**src/rtl/con_pkg.sv**
```systemverilog
// rtl/con_pkg.sv - controller button indices and the event record shared by the event queue.
package con_pkg;

  localparam int CON_NUM_BUTTONS = 16;
  localparam int CON_IW          = $clog2(CON_NUM_BUTTONS);

  // SNES controller bit positions within con_state
  localparam int BTN_B      = 0;
  localparam int BTN_Y      = 1;
  localparam int BTN_SELECT = 2;
  localparam int BTN_START  = 3;
  localparam int BTN_UP     = 4;
  localparam int BTN_DOWN   = 5;
  localparam int BTN_LEFT   = 6;
  localparam int BTN_RIGHT  = 7;
  localparam int BTN_A      = 8;
  localparam int BTN_X      = 9;
  localparam int BTN_L      = 10;
  localparam int BTN_R      = 11;

  typedef struct packed {
    logic              press;
    logic [CON_IW-1:0] idx;
  } con_evt_t;

endpackage

```
**src/rtl/con_event_queue_fifo.sv**
```systemverilog
// rtl/con_event_queue_fifo.sv - registered synchronous FIFO holding queued button events.
module sync_fifo #(
  parameter int WIDTH = 5,
  parameter int DEPTH = 8
) (
  input  logic                   clk,
  input  logic                   rst_n,
  input  logic                   push,
  input  logic [WIDTH-1:0]       push_data,
  input  logic                   pop,
  output logic [WIDTH-1:0]       head_data,
  output logic                   full,
  output logic                   empty,
  output logic [$clog2(DEPTH):0] count
);

  localparam int AW = $clog2(DEPTH);
  localparam int CW = AW + 1;

  logic [WIDTH-1:0] mem [DEPTH];
  logic [AW-1:0]    wr_ptr;
  logic [AW-1:0]    rd_ptr;
  logic             do_push;
  logic             do_pop;

  // a pop frees the slot the same-cycle push needs, so full+pop+push is legal
  assign do_pop  = pop && !empty;
  assign do_push = push && (!full || do_pop);

  assign full      = (count == CW'(DEPTH));
  assign empty     = (count == '0);
  assign head_data = empty ? '0 : mem[rd_ptr];

  always_ff @(posedge clk) begin
    if (do_push) begin
      mem[wr_ptr] <= push_data;
    end
  end

  always_ff @(posedge clk) begin
    if (!rst_n) begin
      wr_ptr <= '0;
      rd_ptr <= '0;
      count  <= '0;
    end else begin
      if (do_push) begin
        wr_ptr <= wr_ptr + 1'b1;
      end
      if (do_pop) begin
        rd_ptr <= rd_ptr + 1'b1;
      end
      case ({do_push, do_pop})
        2'b10:   count <= count + 1'b1;
        2'b01:   count <= count - 1'b1;
        default: count <= count;
      endcase
    end
  end

endmodule

```
**src/rtl/con_event_queue.sv**
```systemverilog
// rtl/con_event_queue.sv - debounces controller state and queues press/release events for the CPU.
module con_event_queue
  import con_pkg::*;
#(
  parameter int NUM_BUTTONS     = 16,
  parameter int FIFO_DEPTH      = 8,
  parameter int DEBOUNCE_CYCLES = 1024
) (
  input  logic                          clk,
  input  logic                          rst_n,
  input  logic [NUM_BUTTONS-1:0]        con_state,
  output logic [NUM_BUTTONS-1:0]        btn_state,
  output logic                          evt_valid,
  output logic [$clog2(NUM_BUTTONS):0]  evt_data,
  input  logic                          evt_ready,
  output logic [$clog2(FIFO_DEPTH):0]   evt_count,
  output logic                          overflow,
  input  logic                          clr_overflow,
  output logic                          irq
);

  localparam int IW = $clog2(NUM_BUTTONS);
  localparam int DW = (DEBOUNCE_CYCLES > 1) ? $clog2(DEBOUNCE_CYCLES) : 1;

  logic [NUM_BUTTONS-1:0] candidate;
  logic [NUM_BUTTONS-1:0] reported;
  logic [NUM_BUTTONS-1:0] diff;
  logic [DW-1:0]          db_cnt;
  logic [IW-1:0]          sel;
  logic [IW:0]            push_data;
  logic                   pending;
  logic                   can_push;
  logic                   do_push;
  logic                   fifo_full;
  logic                   fifo_empty;

  // whole-vector debounce: any change anywhere restarts the stability window
  always_ff @(posedge clk) begin
    if (!rst_n) begin
      candidate <= '0;
      db_cnt    <= '0;
      btn_state <= '0;
    end else if (con_state != candidate) begin
      candidate <= con_state;
      db_cnt    <= '0;
    end else if (db_cnt == DW'(DEBOUNCE_CYCLES - 1)) begin
      btn_state <= candidate;
    end else begin
      db_cnt <= db_cnt + 1'b1;
    end
  end

  assign diff = btn_state ^ reported;

  always_comb begin
    sel = '0;
    for (int i = NUM_BUTTONS - 1; i >= 0; i--) begin
      if (diff[i]) begin
        sel = IW'(i);
      end
    end
  end

  assign pending   = |diff;
  assign can_push  = !fifo_full || (evt_ready && !fifo_empty);
  assign do_push   = pending && can_push;
  assign push_data = {btn_state[sel], sel};

  // reported only advances on a successful push, so a blocked event is retried, not lost
  always_ff @(posedge clk) begin
    if (!rst_n) begin
      reported <= '0;
      overflow <= 1'b0;
    end else begin
      if (do_push) begin
        reported[sel] <= btn_state[sel];
      end
      if (pending && !can_push) begin
        overflow <= 1'b1;
      end else if (clr_overflow) begin
        overflow <= 1'b0;
      end
    end
  end

  sync_fifo #(
    .WIDTH (IW + 1),
    .DEPTH (FIFO_DEPTH)
  ) u_fifo (
    .clk       (clk),
    .rst_n     (rst_n),
    .push      (do_push),
    .push_data (push_data),
    .pop       (evt_ready),
    .head_data (evt_data),
    .full      (fifo_full),
    .empty     (fifo_empty),
    .count     (evt_count)
  );

  assign evt_valid = !fifo_empty;
  assign irq       = !fifo_empty;

endmodule

```
**config.mk**
```make
export PLATFORM = sky130hd
export DESIGN_NAME = con_event_queue
export DESIGN_NICKNAME = d
export VERILOG_FILES = /design/src/rtl/con_pkg.sv /design/src/rtl/con_event_queue_fifo.sv /design/src/rtl/con_event_queue.sv
export SDC_FILE = /design/constraint.sdc
export NUM_CORES = 1
export LEC_CHECK = 0
export ABC_AREA = 1
export CAP_MARGIN = 10
export CELL_PAD_IN_SITES_DETAIL_PLACEMENT = 1
export CELL_PAD_IN_SITES_GLOBAL_PLACEMENT = 2
export CORE_UTILIZATION = 38
export CTS_BUF_LIST = sky130_fd_sc_hd__clkbuf_8
export DETAILED_ROUTE_END_ITERATION = 16
export PLACE_DENSITY_LB_ADDON = 0.1
export SYNTH_ARGS = -nofsm -noshare
export SYNTH_HDL_FRONTEND = slang
export SYNTH_SLANG_ARGS = --single-unit
```
**constraint.sdc**
```tcl
create_clock -name clk -period 4.55 [get_ports clk]
set_input_delay 1.1375 -clock clk [delete_from_list [all_inputs] [get_ports clk]]
set_output_delay 1.1375 -clock clk [all_outputs]
set_load 0.005 [all_outputs]
```
==> results_dict.tcl, run 1 <==
set metrics [dict create \
    rr_startpoint "btn_state[0]$_SDFFE_PN0P_" \
    max_freq_mhz 277 \
    place_worst_setup_slack_ps 760 \
    grt_pass1_vias 4194 \
    start_kind "flop" \
    grt_max_degree 35 \
    start_util_pct 39.4 \
    nNetsFinal 686 \
    dr.first_iter.drc_count 195 \
    n_antenna_cell 0 \
    io_buffers 47 \
    syn-instance-count 615 \
    critPathKind "flop to output pin" \
    ctsResizeCount 0 \
    endpoint_kind "output pin" \
    synth_cell_type_count 30 \
    r2r_slack_ps 1340 \
    drive_above_1_share_pct 4.52 \
    holdPathStages 2 \
    gp_congestion 0.748 \
    worstMarginPinSlew_ps 577 \
    drc 0 \
    cts_max_level 3 \
    antenna_left 0 \
    die_h_um 117 \
    vias 4088 \
    dr.pass1.iters 4 \
    antenna_found_initial 0 \
    cts_made_buffers 9 \
    hold_buffers 0 \
    synthToLayoutAreaGrowth_pct 16.7 \
    p_leak_nw 2.33 \
    track_usage_pct 20.3 \
    cap_violations 0 \
    max-slew-margin-rel_pct 61.4 \
    vias_per_cell 4.89 \
    timing.final.crit_period_ps 3610 \
    hp-class "flop to flop" \
    die_area_um2 13700 \
    top_level_ports 48 \
    arrival_ps 2470 \
    hpwl_mm 9.54 \
    min_from "u_fifo.rd_ptr[2]$_SDFFE_PN0P_" \
    finClkSkew_ps 12.7 \
    ys_async_sr_fraction_pct 0 \
    synth-main-ff-cell "dfxtp_1" \
    hold_viol 0 \
    p_per_area_nw_per_um2 420 \
    cp_max_fo 11 \
    yosysSeqAreaShare_pct 52.5 \
    root_buffer "clkbuf_8" \
    ys_ff_latch 112 \
    rsz0062_at_grt "false" \
    drv_slew 0 \
    syn-cell-area_um2 5040 \
    setup_ws_ps 943 \
    wl_per_cell_um 15.3 \
    wirelength_mm 12.8 \
    cts_tree "yes" \
    worst-r2r-cell-count 17 \
    reg2reg_to "u_fifo.count[3]$_SDFFE_PN0P_" \
    grt_pass1_wl_mm 20.8 \
    status "finished clean" \
    post-route-period-util_pct 79.3 \
    vdd_drop_max_v 0.000159 \
    clk_pin_slew_ps 100 \
    synth_edf_count 40 \
    syn_area_per_cell_um2 8.19 \
    clock_path_buffers 2 \
    rows 41 \
    grt-ovfl-total 0 \
    setup_viol 0 \
    clock-sinks 112 \
    num-fill-cells 1530 \
    yosysWarnings 0 \
    tns_ps 0 \
    cp.required_ps 3410 \
    core_area_um2 12800 \
    cts_setup_buffers 0 \
    fp.dieW_um 117 \
    p_total_mw 2.47 \
    clk_latency_ps 390 \
    synth_nets 642 \
]
## critical path: stages (launching register included)
cell	delay, ps
dfxtp_1	610
clkinv_1	400
nor2_1	210
o21ai_0	100
a31oi_1	230
clkdlybuf4s50_1	540
## metal layers
layer	wire, um	global-route usage, %
met5	0	0
met2	6110	34.3
met4	142	5.74
met3	369	4.43
met1	6170	26.2
## cell type report
| cell class | count | area, um^2 | area share [%] |
|---|---|---|---|
| clock buffer | 9 | 124 | 2.11 |
| clock inverter | 7 | 96.3 | 1.64 |
| inverter | 76 | 285 | 4.85 |
| multi-input combinational | 410 | 2030 | 34.5 |
| sequential | 112 | 2640 | 45.0 |
| tap | 172 | 215 | 3.66 |
| timing repair buffer | 50 | 488 | 8.30 |
## metrics by stage
| step | instance area, um^2 | cells | hold WS, ps | util (%) |
|---|---|---|---|---|
| after CTS | 5880 | 836 | 480 | 46.0 |
| after detailed placement | 5660 | 820 | 457 | 44.3 |
| final | 5880 | 836 | 475 | 46.0 |
| after global routing | 5880 | 836 | 503 | 46.0 |
| after global placement | 5660 | 820 | 452 | 44.3 |
| after floorplan | 5040 | 615 | 433 | - |
## how the worst max path moves through the flow
stage               startpoint                      endpoint  slack, ps
floorplan            evt_ready  u_fifo.count[3]$_SDFFE_PN0P_       1640
finish                    flop                   evt_data[3]        940
global route              flop                   evt_data[4]        760
detailed placement   evt_ready  u_fifo.count[3]$_SDFFE_PN0P_        760
CTS                       flop                   evt_data[0]        900
global placement     evt_ready  u_fifo.count[3]$_SDFFE_PN0P_        950
## power breakdown
group	internal (mW)	total, mW	switching (mW)
clock	0.310	0.653	0.343
sequential	1.10	1.14	0.0450
combinational	0.287	0.675	0.388
## placed cells by master (no fill, tap or decap), types with 3 or more instances in the layout
master / n
edfxtp_1: 40
clkdlybuf4s50_1: 46
ha_1: 6
dfxtp_1: 72
a31oi_1: 6
nor3_1: 5
xnor2_1: 23
clkbuf_8: 9
nand3_1: 15
buf_4: 3
or2_2: 4
nand2_1: 117
nor2_1: 85
o22ai_1: 5
o211ai_1: 3
nand4_1: 3
o21ai_0: 72
clkinv_1: 3
a21oi_1: 51
inv_1: 72
xor2_1: 4
## state kept, by name, indices dropped and copies added, names as in the netlist, 3 cells and up, named ones only
signal	flops
u_fifo.wr_ptr	3
u_fifo.mem	40
candidate	16
u_fifo.count	4
btn_state	16
db_cnt	10
reported	16
u_fifo.rd_ptr	3
## cell families (layout without fill, tap and decap cells)
| logic type | count (synthesis) | count (layout) | synth area share [%] |
|---|---|---|---|
| xor gates and xnor gates | 28 | 28 | 5.02 |
| adders and majority gates | 7 | 7 | 1.89 |
| DFF | 112 | 112 | 52.5 |
| and+or+nand+nor | 235 | 235 | 18.9 |
| AOI/OAI and AO/OA | 140 | 140 | 14.5 |
| buffers and inverters | 93 | 142 | 7.30 |
## Yosys cell counts, types with 6 or more instances
cell type / count / area (um^2)
xnor2_1: 23 / 201
nand3_1: 15 / 75.1
a21oi_1: 51 / 255
dfxtp_1: 72 / 1440
a31oi_1: 6 / 37.5
nor2_1: 85 / 319
nand2_1: 117 / 439
ha_1: 6 / 75.1
edfxtp_1: 40 / 1200
o21ai_0: 72 / 360
clkbuf_1: 14 / 52.6
inv_1: 72 / 270
Power figures use the tool's default switching activity.
==> inputs of run 2 (changes only) <==
- CORE_UTILIZATION: 38 -> 35
- clock period: 4.55 -> 3.4 ns (I/O delays scaled with it)
==> run 2 against run 1 <==
  * Die area up 8.4%
  * Design area increased by 0.36%
  * Sequential cell count is the same
  * First-iteration DRC count rose by 46%
  * Clock power increased by 13%
  * Sequential share of layout area down 0.16 points
  * Via count up 1.3%
  * Non-clock buffer count grew 8
  * Global-route usage fell by 1.6 points
  * Critical path type unchanged
==> results_dict.tcl, run 2 (same netlist as run 1, synthesis figures left out) <==
set metrics [dict create \
    drv_slew 0 \
    hpwl_mm 9.87 \
    p_clk_share_pct 23.0 \
    gp_congestion 0.769 \
    p_per_area_nw_per_um2 542 \
    hold_buffers 0 \
    clock-sinks 112 \
    start_kind "flop" \
    core_area_um2 13900 \
    cp.required_ps 2550 \
    root_buffer "clkbuf_8" \
    die_h_um 122 \
    ctsResizeCount 0 \
    antenna_found_initial 0 \
    hp-class "flop to flop" \
    rsz0062_at_grt "false" \
    top_level_ports 48 \
    reg2reg_to "u_fifo.count[3]$_SDFFE_PN0P_" \
    grt-ovfl-total 0 \
    cts_setup_buffers 0 \
    tns_ps 0 \
    clk_pin_slew_ps 110 \
    cap_violations 0 \
    die_area_um2 14900 \
    cts_max_level 3 \
    post-route-period-util_pct 91.8 \
    cp-endpoint "evt_data[1]" \
    grt_pass1_wl_mm 21.1 \
    dr.first_iter.drc_count 285 \
    wl_per_cell_um 15.2 \
    n_antenna_cell 0 \
    switching_power_mw 1.06 \
    track_usage_pct 18.7 \
    grt_pass1_vias 4198 \
    cp_max_fo 20 \
    drive_above_1_share_pct 5.65 \
    max_freq_mhz 320 \
    worst-r2r-cell-count 17 \
    endpoint_kind "output pin" \
    clk_latency_ps 390 \
    r2r_slack_ps 500 \
    switching_share_pct 33.0 \
    critPathKind "flop to output pin" \
    timing.final.crit_period_ps 3120 \
    worstMarginPinSlew_ps 576 \
    vdd_drop_max_v 0.000236 \
    dr.pass1.iters 4 \
    final_cell_mix "nand2_1, nor2_1, inv_1" \
    max-slew-margin-rel_pct 61.5 \
    finClkSkew_ps 7.84 \
    rr_startpoint "btn_state[0]$_SDFFE_PN0P_" \
    nNetsFinal 694 \
    start_util_pct 36.1 \
    largest_reg_flops 40 \
    antenna_left 0 \
    io_buffers 47 \
    arrival_ps 2270 \
    final_common_cell "nand2_1" \
    power_frac_comb_pct 29.8 \
    vias_per_cell 4.86 \
    wirelength_mm 12.9 \
    synthToLayoutAreaGrowth_pct 17.1 \
    rows 43 \
    whs_ps 485 \
    status "finished clean" \
    p_leak_nw 2.34 \
    seq_power_share_pct 47.2 \
    cts_made_buffers 9 \
    num-fill-cells 1699 \
    vias 4142 \
    fp.dieW_um 122 \
    setup_viol 0 \
    drc 0 \
    hold_viol 0 \
    clock_path_buffers 2 \
    intPower_mw 2.14 \
    grt_max_degree 37 \
    cts_tree "yes" \
    regMostFlops "u_fifo.mem" \
]
[run 2: cell types whose count changed in the layout (fill, tap and decap cells not counted), sizes merged]
| cell | change |
|---|---|
| buf | +8 |
| bufinv | -2 |
| clkinv | -2 |
| clkinvlp | +2 |
| inv | +2 |
[run 2: final cells by class]
cell class	count	area, um^2	area share, %
well taps	180	225	3.82
clock inverters	7	47.5	0.806
inverters	76	285	4.84
clock buffers	9	124	2.10
repair buffers	58	548	9.29
multi-input cells	410	2030	34.4
flip-flops and latches	112	2640	44.8
[run 2: critical path, cell delays in order, from the launching register on]
cell and delay, ps:
dfxtp_1 330, inv_1 390, o21ai_0 140, o22ai_1 200, o21ai_0 120, a31oi_1 180, clkdlybuf4s50_1 520
[run 2: worst min path at each step]
stage	end	depth (start not counted)	from	slack, ps
after floorplan	flop	2	u_fifo.rd_ptr[2]$_SDFFE_PN0P_	430
after global placement	u_fifo.rd_ptr[2]$_SDFFE_PN0P_	2	u_fifo.rd_ptr[2]$_SDFFE_PN0P_	450
after detailed placement	flop	2	u_fifo.rd_ptr[2]$_SDFFE_PN0P_	470
after CTS	flop	2	u_fifo.rd_ptr[2]$_SDFFE_PN0P_	490
after global routing	db_cnt[4]$_SDFFE_PP0N_	2	db_cnt[4]$_SDFFE_PP0N_	530
final	u_fifo.rd_ptr[2]$_SDFFE_PN0P_	2	u_fifo.rd_ptr[2]$_SDFFE_PN0P_	480
[run 2: power by group through the flow]
stage | sequential [mW] | combinational, mW | clock, mW
2_1_floorplan | 1.53 | 0.561 | 0
3_3_place_gp | 1.54 | 0.941 | 0
5_1_grt | 1.52 | 1.09 | 0.816
3_5_place_dp | 1.54 | 0.967 | 0
6_report | 1.51 | 0.955 | 0.735
4_1_cts | 1.51 | 0.973 | 0.761
[run 2: stage by stage]
stage	std cells	util, %	cell area (um^2)	total power, mW	setup slack (ps)
final	852	42.3	5900	3.20	278
after detailed placement	836	41.1	5730	2.51	225
after global routing	852	42.3	5900	3.42	31.5
after CTS	852	42.3	5900	3.25	230
after global placement	836	41.1	5730	2.48	277
after floorplan	615	-	5040	2.10	776
[run 2: metal layers]
layer  GRT usage (%)  vias to the layer above  wire (um)
li1                -                     2108          -
met1            25.0                     1959       6420
met2            29.3                       54       5810
met3            2.90                       21        308
met4            9.65                        0        410
met5               0                        -          0
